[src/rtl/pipe_pkg.sv]
// Shared constants for the pipeline-stage buffer and the stages that feed it.
// Holds the default payload width, the legal buffer depth range, the field
// widths used to pack a pipeline payload into in_data, and the encoding of
// the per-cycle buffer operation.
package pipe_pkg;

  // Default payload width and legal depth range (depth must be a power of two).
  localparam int PIPE_DATA_W    = 32;
  localparam int PIPE_DEPTH_MIN = 2;
  localparam int PIPE_DEPTH_MAX = 16;

  // Field widths used by upstream stages when packing in_data.
  localparam int PC_W       = 32;
  localparam int REG_ADDR_W = 4;
  localparam int EXEC_CMD_W = 4;
  localparam int SHIFT_OP_W = 12;
  localparam int IMM24_W    = 24;

  // Per-cycle buffer operation, encoded as {push, pop}.
  typedef enum logic [1:0] {
    OP_IDLE = 2'b00,
    OP_POP  = 2'b01,
    OP_PUSH = 2'b10,
    OP_BOTH = 2'b11
  } buf_op_e;

endpackage

[src/rtl/pipe_stage_buf_if.sv]
// Valid/ready handshake bundle between an upstream stage, the buffer and the
// downstream stage.
//   in_valid/in_ready/in_data    : upstream -> buffer
//   out_valid/out_ready/out_data : buffer -> downstream
// master : the environment around the buffer (drives in_*, out_ready)
// slave  : the buffer itself (drives in_ready, out_valid, out_data)
interface pipe_stage_buf_if
  import pipe_pkg::*;
#(
  parameter int DATA_W = PIPE_DATA_W
) ();

  logic              in_valid;
  logic              in_ready;
  logic [DATA_W-1:0] in_data;
  logic              out_valid;
  logic              out_ready;
  logic [DATA_W-1:0] out_data;

  modport master (
    output in_valid, in_data, out_ready,
    input  in_ready, out_valid, out_data
  );

  modport slave (
    input  in_valid, in_data, out_ready,
    output in_ready, out_valid, out_data
  );

endinterface

[src/rtl/pipe_stage_mem.sv]
// Storage array for the pipeline-stage buffer: DEPTH x DATA_W, one
// synchronous write port and one asynchronous read port. Contents are never
// observed while invalid, so the array has no reset.
//   clk     : write clock
//   we_i    : write enable
//   waddr_i : write address
//   wdata_i : write data
//   raddr_i : read address
//   rdata_o : read data (combinational)
module pipe_stage_mem #(
  parameter int DATA_W = 32,
  parameter int DEPTH  = 2
) (
  input  logic                     clk,
  input  logic                     we_i,
  input  logic [$clog2(DEPTH)-1:0] waddr_i,
  input  logic [DATA_W-1:0]        wdata_i,
  input  logic [$clog2(DEPTH)-1:0] raddr_i,
  output logic [DATA_W-1:0]        rdata_o
);

  logic [DATA_W-1:0] mem_q [DEPTH];

  // Write port.
  always_ff @(posedge clk) begin
    if (we_i) begin
      mem_q[waddr_i] <= wdata_i;
    end
  end

  assign rdata_o = mem_q[raddr_i];

endmodule

[src/rtl/pipe_stage_buf.sv]
// Elastic FIFO buffer between two pipeline stages.
// A push needs in_valid && in_ready, a pop needs out_valid && out_ready.
// Data becomes visible one cycle after it is pushed (no bypass). flush empties
// the buffer and wins over freeze; freeze holds all state and blocks both
// handshakes.
//   clk    : clock
//   rst    : asynchronous active-low reset
//   flush  : discard all entries (and any push this cycle)
//   freeze : hold state, deassert in_ready/out_valid
//   bus    : handshake bundle (slave side)
//   count  : number of occupied entries
module pipe_stage_buf
  import pipe_pkg::*;
#(
  parameter int DATA_W = PIPE_DATA_W,
  parameter int DEPTH  = PIPE_DEPTH_MIN
) (
  input  logic                   clk,
  input  logic                   rst,
  input  logic                   flush,
  input  logic                   freeze,
  pipe_stage_buf_if.slave        bus,
  output logic [$clog2(DEPTH):0] count
);

  localparam int PTR_W = $clog2(DEPTH);
  localparam int CNT_W = PTR_W + 1;

  logic [PTR_W-1:0]  wr_ptr_q, wr_ptr_d;
  logic [PTR_W-1:0]  rd_ptr_q, rd_ptr_d;
  logic [CNT_W-1:0]  count_q, count_d;
  logic              not_empty_s;
  logic              not_full_s;
  logic              in_ready_s;
  logic              out_valid_s;
  logic              push_s;
  logic              pop_s;
  logic [DATA_W-1:0] rdata_s;

  assign not_empty_s = (count_q != CNT_W'(0));
  assign not_full_s  = (count_q < CNT_W'(DEPTH));

  // in_ready is also gated by rst so it reads 0 while reset is held; it never
  // depends on out_ready, so a full buffer does not accept on a same-cycle pop.
  assign in_ready_s  = rst & ~freeze & ~flush & not_full_s;
  assign out_valid_s = ~freeze & ~flush & not_empty_s;

  assign push_s = bus.in_valid & in_ready_s;
  assign pop_s  = out_valid_s & bus.out_ready;

  assign bus.in_ready  = in_ready_s;
  assign bus.out_valid = out_valid_s;
  assign bus.out_data  = not_empty_s ? rdata_s : {DATA_W{1'b0}};
  assign count         = count_q;

  pipe_stage_mem #(
    .DATA_W (DATA_W),
    .DEPTH  (DEPTH)
  ) u_mem (
    .clk     (clk),
    .we_i    (push_s),
    .waddr_i (wr_ptr_q),
    .wdata_i (bus.in_data),
    .raddr_i (rd_ptr_q),
    .rdata_o (rdata_s)
  );

  // Next-state for pointers and occupancy. Freeze needs no branch of its own:
  // it already suppresses push_s and pop_s, so everything holds.
  always_comb begin
    wr_ptr_d = wr_ptr_q;
    rd_ptr_d = rd_ptr_q;
    count_d  = count_q;
    if (flush) begin
      wr_ptr_d = PTR_W'(0);
      rd_ptr_d = PTR_W'(0);
      count_d  = CNT_W'(0);
    end else begin
      // Pointers are exactly log2(DEPTH) bits, so +1 wraps DEPTH-1 -> 0.
      if (push_s) begin
        wr_ptr_d = wr_ptr_q + PTR_W'(1);
      end else begin
        wr_ptr_d = wr_ptr_q;
      end
      if (pop_s) begin
        rd_ptr_d = rd_ptr_q + PTR_W'(1);
      end else begin
        rd_ptr_d = rd_ptr_q;
      end
      case (buf_op_e'({push_s, pop_s}))
        OP_PUSH: count_d = count_q + CNT_W'(1);
        OP_POP:  count_d = count_q - CNT_W'(1);
        default: count_d = count_q;
      endcase
    end
  end

  // State registers.
  always_ff @(posedge clk or negedge rst) begin
    if (!rst) begin
      wr_ptr_q <= PTR_W'(0);
      rd_ptr_q <= PTR_W'(0);
      count_q  <= CNT_W'(0);
    end else begin
      wr_ptr_q <= wr_ptr_d;
      rd_ptr_q <= rd_ptr_d;
      count_q  <= count_d;
    end
  end

endmodule

[src/flat_wrapper.sv]
// flat-port wrapper written by rule: the top's interface ports become plain ports
module pipe_stage_buf_flat import pipe_pkg::*;
#(
  parameter int DATA_W = PIPE_DATA_W,
  parameter int DEPTH  = PIPE_DEPTH_MIN
)
  (clk, rst, flush, freeze, count, bus_in_valid, bus_in_data, bus_out_ready, bus_in_ready, bus_out_valid, bus_out_data);
  pipe_stage_buf_if #(.DATA_W(DATA_W)) bus_i ();
  input  logic clk;
  input  logic rst;
  input  logic flush;
  input  logic freeze;
  output logic [$clog2(DEPTH):0] count;
  input wire logic [$bits(bus_i.in_valid)-1:0] bus_in_valid;
  input wire logic [$bits(bus_i.in_data)-1:0] bus_in_data;
  input wire logic [$bits(bus_i.out_ready)-1:0] bus_out_ready;
  output wire logic [$bits(bus_i.in_ready)-1:0] bus_in_ready;
  output wire logic [$bits(bus_i.out_valid)-1:0] bus_out_valid;
  output wire logic [$bits(bus_i.out_data)-1:0] bus_out_data;
  assign bus_i.in_valid = bus_in_valid;
  assign bus_i.in_data = bus_in_data;
  assign bus_i.out_ready = bus_out_ready;
  assign bus_in_ready = bus_i.in_ready;
  assign bus_out_valid = bus_i.out_valid;
  assign bus_out_data = bus_i.out_data;
  pipe_stage_buf #(.DATA_W(DATA_W), .DEPTH(DEPTH)) u_core (.clk(clk), .rst(rst), .flush(flush), .freeze(freeze), .bus(bus_i), .count(count));
endmodule
[config.mk]
export PLATFORM = sky130hd
export DESIGN_NAME = pipe_stage_buf_flat
export DESIGN_NICKNAME = d
export VERILOG_FILES = /design/src/rtl/pipe_pkg.sv /design/src/rtl/pipe_stage_buf_if.sv /design/src/rtl/pipe_stage_mem.sv /design/src/rtl/pipe_stage_buf.sv /design/src/flat_wrapper.sv
export SDC_FILE = /design/constraint.sdc
export NUM_CORES = 1
export LEC_CHECK = 0
export BUFFER_PORTS_ARGS = -buffer_cell sky130_fd_sc_hd__buf_2
export CORE_UTILIZATION = 55
export DETAILED_ROUTE_END_ITERATION = 8
export GPL_TIMING_DRIVEN = 0
export PLACE_DENSITY = 0.83
export SLEW_MARGIN = 15
export SYNTH_ARGS = -nofsm -noshare
export SYNTH_HDL_FRONTEND = slang
export SYNTH_SLANG_ARGS = --single-unit
[constraint.sdc]
create_clock -name clk -period 3.9 [get_ports clk]
set_input_delay 0.195 -clock clk [delete_from_list [all_inputs] [get_ports clk]]
set_output_delay 0.195 -clock clk [all_outputs]
set_load 0.005 [all_outputs]
==> results of run 1 <==
-- placed cells by master, fill, tap and decap left out, drive strengths merged --
| cell | count |
|---|---|
| buf | 76 |
| edfxtp | 64 |
| nand2b | 1 |
| a2111oi | 1 |
| and3 | 1 |
| nor2b | 1 |
| a21bo | 1 |
| dfrtp | 4 |
| mux2i | 32 |
| or3 | 1 |
| clkinv | 4 |
| a221oi | 1 |
| nor4b | 1 |
| nand3b | 1 |
| a21oi | 3 |
| clkbuf | 15 |
| and4 | 1 |
| dlygate4sd3 | 1 |
| nor3 | 1 |
| inv | 1 |
| nor4bb | 1 |
| o21ai | 2 |
| nor2 | 33 |
| nand2 | 2 |
| and2 | 1 |
-- repair_timing --
action,4_1_cts,5_1_grt
hold buffers,1,0
endpoints found under the hold margin,4,0
setup endpoints to repair,0,0
-- power groups by stage --
| stage | clock, mW | combinational [mW] | sequential (mW) |
|---|---|---|---|
| detailed placement | 0 | 0.0666 | 0.831 |
| global placement | 0 | 0.0635 | 0.830 |
| CTS | 0.460 | 0.0675 | 0.815 |
| floorplan | 0 | 0.0271 | 0.830 |
| global route | 0.480 | 0.0737 | 0.816 |
| finish | 0.451 | 0.0670 | 0.815 |
-- cell families after synthesis --
group	count (synthesis)
muxes	32
and+or+nand+nor	45
DFF	68
buffers and inverters	8
AOI/OAI and AO/OA	8
-- through the flow --
step | instance area, um2 | total power, mW
2_1_floorplan | 2660 | 0.857
3_3_place_gp | 3090 | 0.894
3_5_place_dp | 3090 | 0.897
4_1_cts | 3250 | 1.34
5_1_grt | 3250 | 1.37
6_report | 3250 | 1.33
-- flip-flops by register name, summed over array words and instances (netlist names) --
| register | cells |
|---|---|
| u_core.count | 2 |
| u_core.rd_ptr_q | 1 |
| u_core.u_mem.mem_q | 64 |
| u_core.wr_ptr_q | 1 |
-- synth_stat cells (2+ instances only) --
library cell	instances
edfxtp_1	64
a21oi_1	3
o21ai_0	2
dfrtp_1	4
clkbuf_1	4
nor2_1	33
nand2_1	2
mux2i_1	32
buf_2	3
-- per-layer routing --
| layer | track usage | vias to the layer above |
|---|---|---|
| met2 | 0.319 | 47 |
| met3 | 0.0647 | 5 |
| li1 | - | 771 |
| met1 | 0.217 | 756 |
| met5 | 0 | - |
| met4 | 0.139 | 0 |
-- worst max path at each step --
stage	depth (start not counted)	slack, ps	end
3_3_place_gp	2	1390	u_core.u_mem.mem_q[1][9]
6_report	4	1770	bus_out_data[30]
5_1_grt	4	1590	bus_out_data[28]
4_1_cts	4	1750	bus_out_data[30]
3_5_place_dp	2	1820	u_core.u_mem.mem_q[1][15]
2_1_floorplan	2	1780	u_core.u_mem.mem_q[1][0]
-- layout make-up --
type | count | area [um2] | share of cell area
buffer | 7 | 30.0 | 0.00924
clock buffer | 11 | 131 | 0.0404
clock inverter | 4 | 17.5 | 0.00539
inverter | 1 | 3.75 | 0.00115
multi-input combinational | 85 | 606 | 0.186
sequential | 68 | 2020 | 0.622
tap | 52 | 65.1 | 0.0200
timing repair buffer | 74 | 375 | 0.115
==> impl_metrics.tcl, run 1 <==
set metrics [dict create \
    status "complete, no violations" \
    cts_sinks 68 \
    p_clk_frac 0.338 \
    layout.nets 284 \
    synthTopCellsByArea "edfxtp_1, mux2i_1, nor2_1" \
    reg2reg_to "u_core.u_mem.mem_q[1][13]" \
    period_needed_ps 2130 \
    cts_tree "done" \
    post_cts_buffers 0 \
    wl_met1_um 2000 \
    synth_top_family_by_area "multiplexers" \
    finalWorstSetupSlack_ps 1770 \
    wl_met2_um 2330 \
    synth_top_area_frac 0.722 \
    routabilityCongestion 0.705 \
    dr.pass1.iters 5 \
    grt_pass1_wl_um 7090 \
    synth_seq_cells 68 \
    numCtsBuffers 9 \
    crit_arrival_ps 1930 \
    grt_usage 0.195 \
    clock_tree.root_cell "clkbuf_8" \
    cts_resized 0 \
    synth_xor_area_frac 0 \
    synth_top_cell_by_area "edfxtp_1" \
    grt_pass1_vias 1609 \
    setup_viol 0 \
    clk_latency_ps 330 \
    ant_nets 0 \
    cp_common_cell "nor2_1" \
    seq_power_share 0.611 \
    drv_slew 0 \
    hold_start "bus_in_data[19]" \
    power_density_nw_per_um2 410 \
    r2r_slack_ps 1820 \
    core_um2 4500 \
    seq_area_frac_synth 0.760 \
    p_int_mw 1.06 \
    ios 74 \
    path_max_fanout 10 \
    insertedDiodeCount 0 \
    tns_ps 0 \
    synthCells 161 \
    synthAdderAreaFrac 0 \
    peakVddDrop_uv 266 \
    syn-num-nets 199 \
    fin_skew_ps 4.92 \
    port_buffers 73 \
    hold_slack_ps 46.5 \
    crit_buf_inv 2 \
    hp-class "primary input to flip-flop" \
    synth_flop_cell "edfxtp_1" \
    cpLargestDelayFamily "buffers and inverters" \
    min_path_cells 1 \
    period_share 0.546 \
    fillerInstances 317 \
    synth-edff-count 64 \
    wl_um 4660 \
    tightestPinTransition_ps 775 \
    start_kind "flip-flop" \
    total_switching_power_mw 0.270 \
    dp_cells 286 \
    required_ps 3700 \
    highest_layer "met4" \
    avgViaCountPerCell 5.23 \
    hold_viol_final 0 \
    dieArea_um2 5120 \
    yosys_warnings 0 \
    fmax_mhz 470 \
    stdcell_count 302 \
    crit_type "flip-flop to output port" \
    gr-total-overflow 0 \
    fp-row-count 24 \
    rsz0062_at_grt "false" \
    switching_share 0.202 \
    dp_slack_ps 1820 \
    antenna_found_initial 0 \
    synth_area_um2 2660 \
    crit_path_max_incr_delay_ps 470 \
    start_util 0.591 \
    async_reset_ff_frac 0.0588 \
    clk_pin_slew_worst_paths_ps 70 \
    post-route-util 0.722 \
    slowest_stage "dfrtp_1" \
    synth_mux_area_frac 0.120 \
    syn_to_final_growth_pct 22.2 \
    ff2ff_path_depth 2 \
    max-cap-violations 0 \
    synth_cell_type_count 23 \
    wl_per_cell_um 15.4 \
    dr.first_iter.drc_count 113 \
    via_count 1579 \
    wl_met3_um 260 \
    drive_gt1_frac 0.376 \
    dp_hpwl_um 3050 \
    path_cells "nor2_1 > clkbuf_1 > nor2_1 > buf_2" \
    crit_path_start "u_core.count[1]" \
    clockBufferDepth 2 \
    p_comb_frac 0.050 \
    htreeDepth 3 \
    leakagePower_nw 1.24 \
    avgSynthCellArea_um2 16.5 \
    min_to "u_core.u_mem.mem_q[0][19]" \
    crit_path_end_kind "output port" \
    worstReg2RegStart "u_core.count[1]" \
    die-width_um 71.5 \
    synth_compound_area_frac 0.0245 \
    timing.slew.headroom 0.484 \
    yosys.area_share.simple 0.0823 \
    grt_max_degree 33 \
    drc_errors 0 \
    chipHeight_um 71.5 \
]
Note: power is estimated with default switching activity, not from simulation.
==> inputs of run 2 (changes only) <==
- ABC_AREA: unset -> 1
- CORE_UTILIZATION: 55 -> 46
- PLACE_DENSITY: 0.83 -> 0.74
- clock period: 3.9 -> 1.95 ns (I/O delays scaled with it)
==> impl_metrics.tcl, run 2 <==
set metrics [dict create \
    status "complete, no violations" \
    path_max_fanout 17 \
    seq_area_frac_synth 0.754 \
    synthCells 215 \
    max-cap-violations 0 \
    grt_usage 0.203 \
    synth_top_cell_by_area "edfxtp_1" \
    synth_cell_type_count 17 \
    rsz0062_at_grt "false" \
    dr.pass1.iters 4 \
    dp_cells 362 \
    period_share 0.942 \
    cts_tree "done" \
    gr-total-overflow 0 \
    final_common_cell "buf_2" \
    synth_seq_cells 68 \
    regMostFlops "u_core.u_mem.mem_q" \
    crit_path_end_kind "flip-flop" \
    port_buffers 73 \
    grt_pass1_wl_um 9000 \
    required_ps 1990 \
    ios 74 \
    tightestPinTransition_ps 563 \
    largest_reg_flops 64 \
    yosys-top-cells-count "nand2_1, edfxtp_1, a21oi_1, buf_2, inv_1" \
    dp_hpwl_um 3500 \
    min_path_cells 4 \
    start_util 0.481 \
    clk_latency_ps 330 \
    die-width_um 78.4 \
    ant_nets 0 \
    hp-class "primary input to flip-flop" \
    final_cell_mix "buf_2, nand2_1, edfxtp_1" \
    cts_sinks 68 \
    fp-row-count 27 \
    wl_per_cell_um 13.5 \
    htreeDepth 3 \
    clock_tree.root_cell "clkbuf_8" \
    seq_area_um2 2020 \
    total_power_mw 2.97 \
    fillerInstances 437 \
    min_to "u_core.count[0]" \
    start_kind "primary input" \
    routabilityCongestion 0.704 \
    crit_type "primary input to flip-flop" \
    via_count 1959 \
    hold_start "flush" \
    hold_viol_final 0 \
    wl_um 5540 \
    yosysMostFrequentCell "nand2_1" \
    multiInputGateArea_um2 584 \
    antenna_found_initial 0 \
    post-route-util 0.663 \
    leakagePower_nw 1.54 \
    yosys_warnings 0 \
    core_um2 5570 \
    drv_slew 0 \
    grt_max_degree 20 \
    clk_pin_slew_worst_paths_ps 70 \
    cts_resized 0 \
    ff2ff_path_depth 4 \
    insertedDiodeCount 0 \
    avgSynthCellArea_um2 12.5 \
    chipHeight_um 78.4 \
    power_density_nw_per_um2 805 \
    peakVddDrop_uv 801 \
    setup_viol 0 \
    period_needed_ps 1840 \
    stdcell_count 411 \
    fin_skew_ps 4.04 \
    drc_errors 0 \
    synthTopCellsByArea "edfxtp_1, nand2_1, a21oi_1" \
    reg2reg_to "u_core.u_mem.mem_q[1][6]" \
    syn_to_final_growth_pct 37.8 \
    dr.first_iter.drc_count 104 \
    syn-num-nets 253 \
    timing.slew.headroom 0.624 \
    dieArea_um2 6140 \
    r2r_slack_ps 140 \
    numCtsBuffers 9 \
    async_reset_ff_frac 0.0588 \
    avgViaCountPerCell 4.77 \
    grt_pass1_vias 1919 \
    synth_flop_cell "edfxtp_1" \
    synth_area_um2 2680 \
    synth_top_area_frac 0.716 \
    crit_arrival_ps 1880 \
    clockBufferDepth 2 \
    fmax_mhz 545 \
    post_cts_buffers 0 \
    worstReg2RegStart "u_core.count[1]" \
    drive_gt1_frac 0.327 \
    layout.nets 372 \
    synth-edff-count 64 \
    hold_slack_ps 82.4 \
]
[run 2: cell types whose count changed in the layout (fill, tap and decap cells not counted), moves of 4 or more]
cell           delta
mux2i_1          -32
a21oi_1          +30
nor2_4            +4
buf_2             +7
dlygate4sd3_1    +32
clkbuf_1          -5
nand2_1          +69
nor2_1           -30
inv_1             +8
[run 2: through the flow]
stage	setup TNS, ps	area [um2]	setup WS, ps
after floorplan	-859	2690	-13.4
after global placement	-32190	3140	-505
after detailed placement	0	3210	138
after CTS	0	3700	114
after global routing	0	3700	10.2
final	0	3700	114
[run 2: per-layer routing]
| layer | up-vias | track usage | wire length (um) |
|---|---|---|---|
| met5 | - | 0 | 0 |
| met4 | 0 | 0.117 | 74 |
| met3 | 4 | 0.0477 | 223 |
| met2 | 56 | 0.344 | 2870 |
| met1 | 914 | 0.235 | 2370 |
| li1 | 985 | - | - |
[run 2: how the worst max path moves through the flow]
stage / from / endpoint / slack [ps] / depth (start not counted)
final: rst / u_core.u_mem.mem_q[1][6] / 110 / 7
after global routing: rst / u_core.u_mem.mem_q[1][29] / 10 / 7
after CTS: rst / u_core.u_mem.mem_q[1][15] / 110 / 7
after detailed placement: u_core.count[1] / u_core.u_mem.mem_q[1][17] / 140 / 4
after global placement: u_core.count[1] / u_core.u_mem.mem_q[1][17] / -510 / 3
after floorplan: u_core.count[1] / u_core.u_mem.mem_q[0][0] / -10 / 3
[run 2: final cells by class]
class	instances	area share
buffer	10	0.0135
clock buffer	10	0.0345
clock inverter	6	0.00846
inverter	11	0.0112
multi-input combinational	126	0.158
sequential	68	0.547
tap	72	0.0244
timing repair buffer	108	0.203
[run 2: kinds of logic (layout without fill, tap and decap cells)]
| group | count (synthesis) | in the layout | share of synthesized area |
|---|---|---|---|
| AND/OR/NAND/NOR | 91 | 91 | 0.147 |
| AO/OA/AOI/OAI | 35 | 35 | 0.0653 |
| flip-flops | 68 | 68 | 0.754 |
| buffers and inverters | 21 | 145 | 0.0340 |
[run 2: what timing repair did]
item | CTS | global route
endpoints found under the hold margin | 68 | 0
endpoints found under the setup margin | 0 | 0
hold buffers | 33 | 0
[run 2: power by group]
part           total (mW)  switching (mW)  internal, mW
clock network       0.945           0.497         0.448
registers            1.64          0.0150          1.62
logic               0.392           0.207         0.185
total                2.97           0.719          2.26
[run 2: worst max-delay path, cell delays in order]
cell and delay (ps):
dlygate4sd3_1 520, buf_2 180, inv_1 50, nor2_1 110
nand3_2 180, nor2_4 490, buf_16 220
==> inputs of run 3 (changes only) <==
- GPL_ROUTABILITY_DRIVEN: unset -> 0
- PLACE_DENSITY: 0.74 -> 0.82
==> impl_metrics.tcl, run 3 (same netlist as run 2, synthesis figures left out) <==
set metrics [dict create \
    crit_arrival_ps 1840 \
    r2r_slack_ps 170 \
    fp-row-count 27 \
    numCtsBuffers 9 \
    antenna_found_initial 0 \
    leakagePower_nw 1.55 \
    tns_ps 0 \
    largest_reg_flops 64 \
    p_int_mw 2.38 \
    hp-class "primary input to flip-flop" \
    crit_end "u_core.u_mem.mem_q[1][21]" \
    dr.pass1.iters 4 \
    gr-total-overflow 0 \
    hold_viol_final 0 \
    timing.slew.headroom 0.651 \
    final_common_cell "buf_2" \
    ant_nets 0 \
    grt_pass1_vias 2068 \
    drive_gt1_frac 0.324 \
    grt_max_degree 21 \
    worstReg2RegStart "u_core.count[1]" \
    cts_tree "done" \
    wl_um 5790 \
    port_buffers 73 \
    crit_path_end_kind "flip-flop" \
    dieArea_um2 6140 \
    htreeDepth 3 \
    total_power_mw 3.10 \
    syn_to_final_growth_pct 38.7 \
    insertedDiodeCount 0 \
    fin_skew_ps 6.69 \
    clk_pin_slew_worst_paths_ps 70 \
    crit_path_start "rst" \
    reg2reg_to "u_core.u_mem.mem_q[1][21]" \
    dr.first_iter.drc_count 161 \
    final_cell_mix "buf_2, nand2_1, edfxtp_1" \
    grt_pass1_wl_um 9540 \
    clock_tree.root_cell "clkbuf_8" \
    die-width_um 78.4 \
    avgViaCountPerCell 4.86 \
    layout.nets 372 \
    p_comb_frac 0.128 \
    via_count 1998 \
    chipHeight_um 78.4 \
    clockBufferDepth 2 \
    start_kind "primary input" \
    clk_latency_ps 330 \
    post-route-util 0.667 \
    drc_errors 0 \
    fmax_mhz 556 \
    ff2ff_path_depth 4 \
    start_util 0.481 \
    hold_slack_ps 94.5 \
    path_max_fanout 18 \
    cts_sinks 68 \
    switching_share 0.234 \
    tightestPinTransition_ps 522 \
    drv_slew 0 \
    crit_type "primary input to flip-flop" \
    required_ps 1990 \
    wl_per_cell_um 14.1 \
    regMostFlops "u_core.u_mem.mem_q" \
    period_needed_ps 1800 \
    dp_hpwl_um 3610 \
    period_share 0.922 \
    status "complete, no violations" \
    ios 74 \
    power_density_nw_per_um2 834 \
    max-cap-violations 0 \
    setup_viol 0 \
    grt_usage 0.211 \
    seq_power_share 0.528 \
    cts_resized 0 \
    rsz0062_at_grt "false" \
    core_um2 5570 \
    total_switching_power_mw 0.725 \
    p_clk_frac 0.344 \
    peakVddDrop_uv 613 \
]
==> run 3: power by group through the flow <==
stage / clock network [mW] / registers, mW / logic [mW]
after CTS: 1.09 / 1.64 / 0.397
after global placement: 0 / 1.67 / 0.330
final: 1.07 / 1.64 / 0.398
after global routing: 1.16 / 1.64 / 0.441
after floorplan: 0 / 1.67 / 0.166
after detailed placement: 0 / 1.67 / 0.345
==> run 3: metrics by stage <==
step           cells  instance area [um2]  worst slack, ps
6_report         411                 3720              151
5_1_grt          411                 3720             38.5
4_1_cts          411                 3720              139
3_5_place_dp     362                 3210              164
3_3_place_gp     360                 3140             -501
2_1_floorplan    215                 2690            -13.4
==> run 3: routing by layer <==
metal  track usage  wire length [um]  vias up
li1              -                 -      982
met2         0.361              3060       60
met5             0                 0        -
met1         0.249              2400      944
met4        0.0926               123        0
met3        0.0581               198       12
==> run 3: worst max-delay path, cell delays in order <==
cell and delay, ps:
dlygate4sd3_1 520, buf_2 180, inv_1 60, nor2_1 110
nand3_2 180, nor2_4 460, buf_16 220
==> run 3: repair_timing <==
action / 4_1_cts / 5_1_grt
hold endpoints to repair: 68 / 0
setup buffers: 0 / 0
hold buffers: 33 / 0
==> run 3: layout make-up <==
class                      instances  area, um2
clock inverter                     7       57.6
fill                             418       1850
timing repair buffer             108        751
sequential                        68       2020
multi-input combinational        126        584
inverter                          11       41.3
clock buffer                       9        124
tap                               72       90.1
buffer                            10       50.0
==> run 3: how the worst min path moves through the flow <==
stage | depth (start not counted) | end | slack [ps] | startpoint
after CTS | 3 | u_core.rd_ptr_q | 70 | bus_out_ready
after detailed placement | 1 | u_core.count[0] | -70 | rst
after global placement | 1 | u_core.count[0] | -80 | rst
final | 3 | u_core.rd_ptr_q | 90 | bus_out_ready
after global routing | 4 | u_core.count[0] | 100 | flush
after floorplan | 0 | u_core.count[0] | -200 | rst
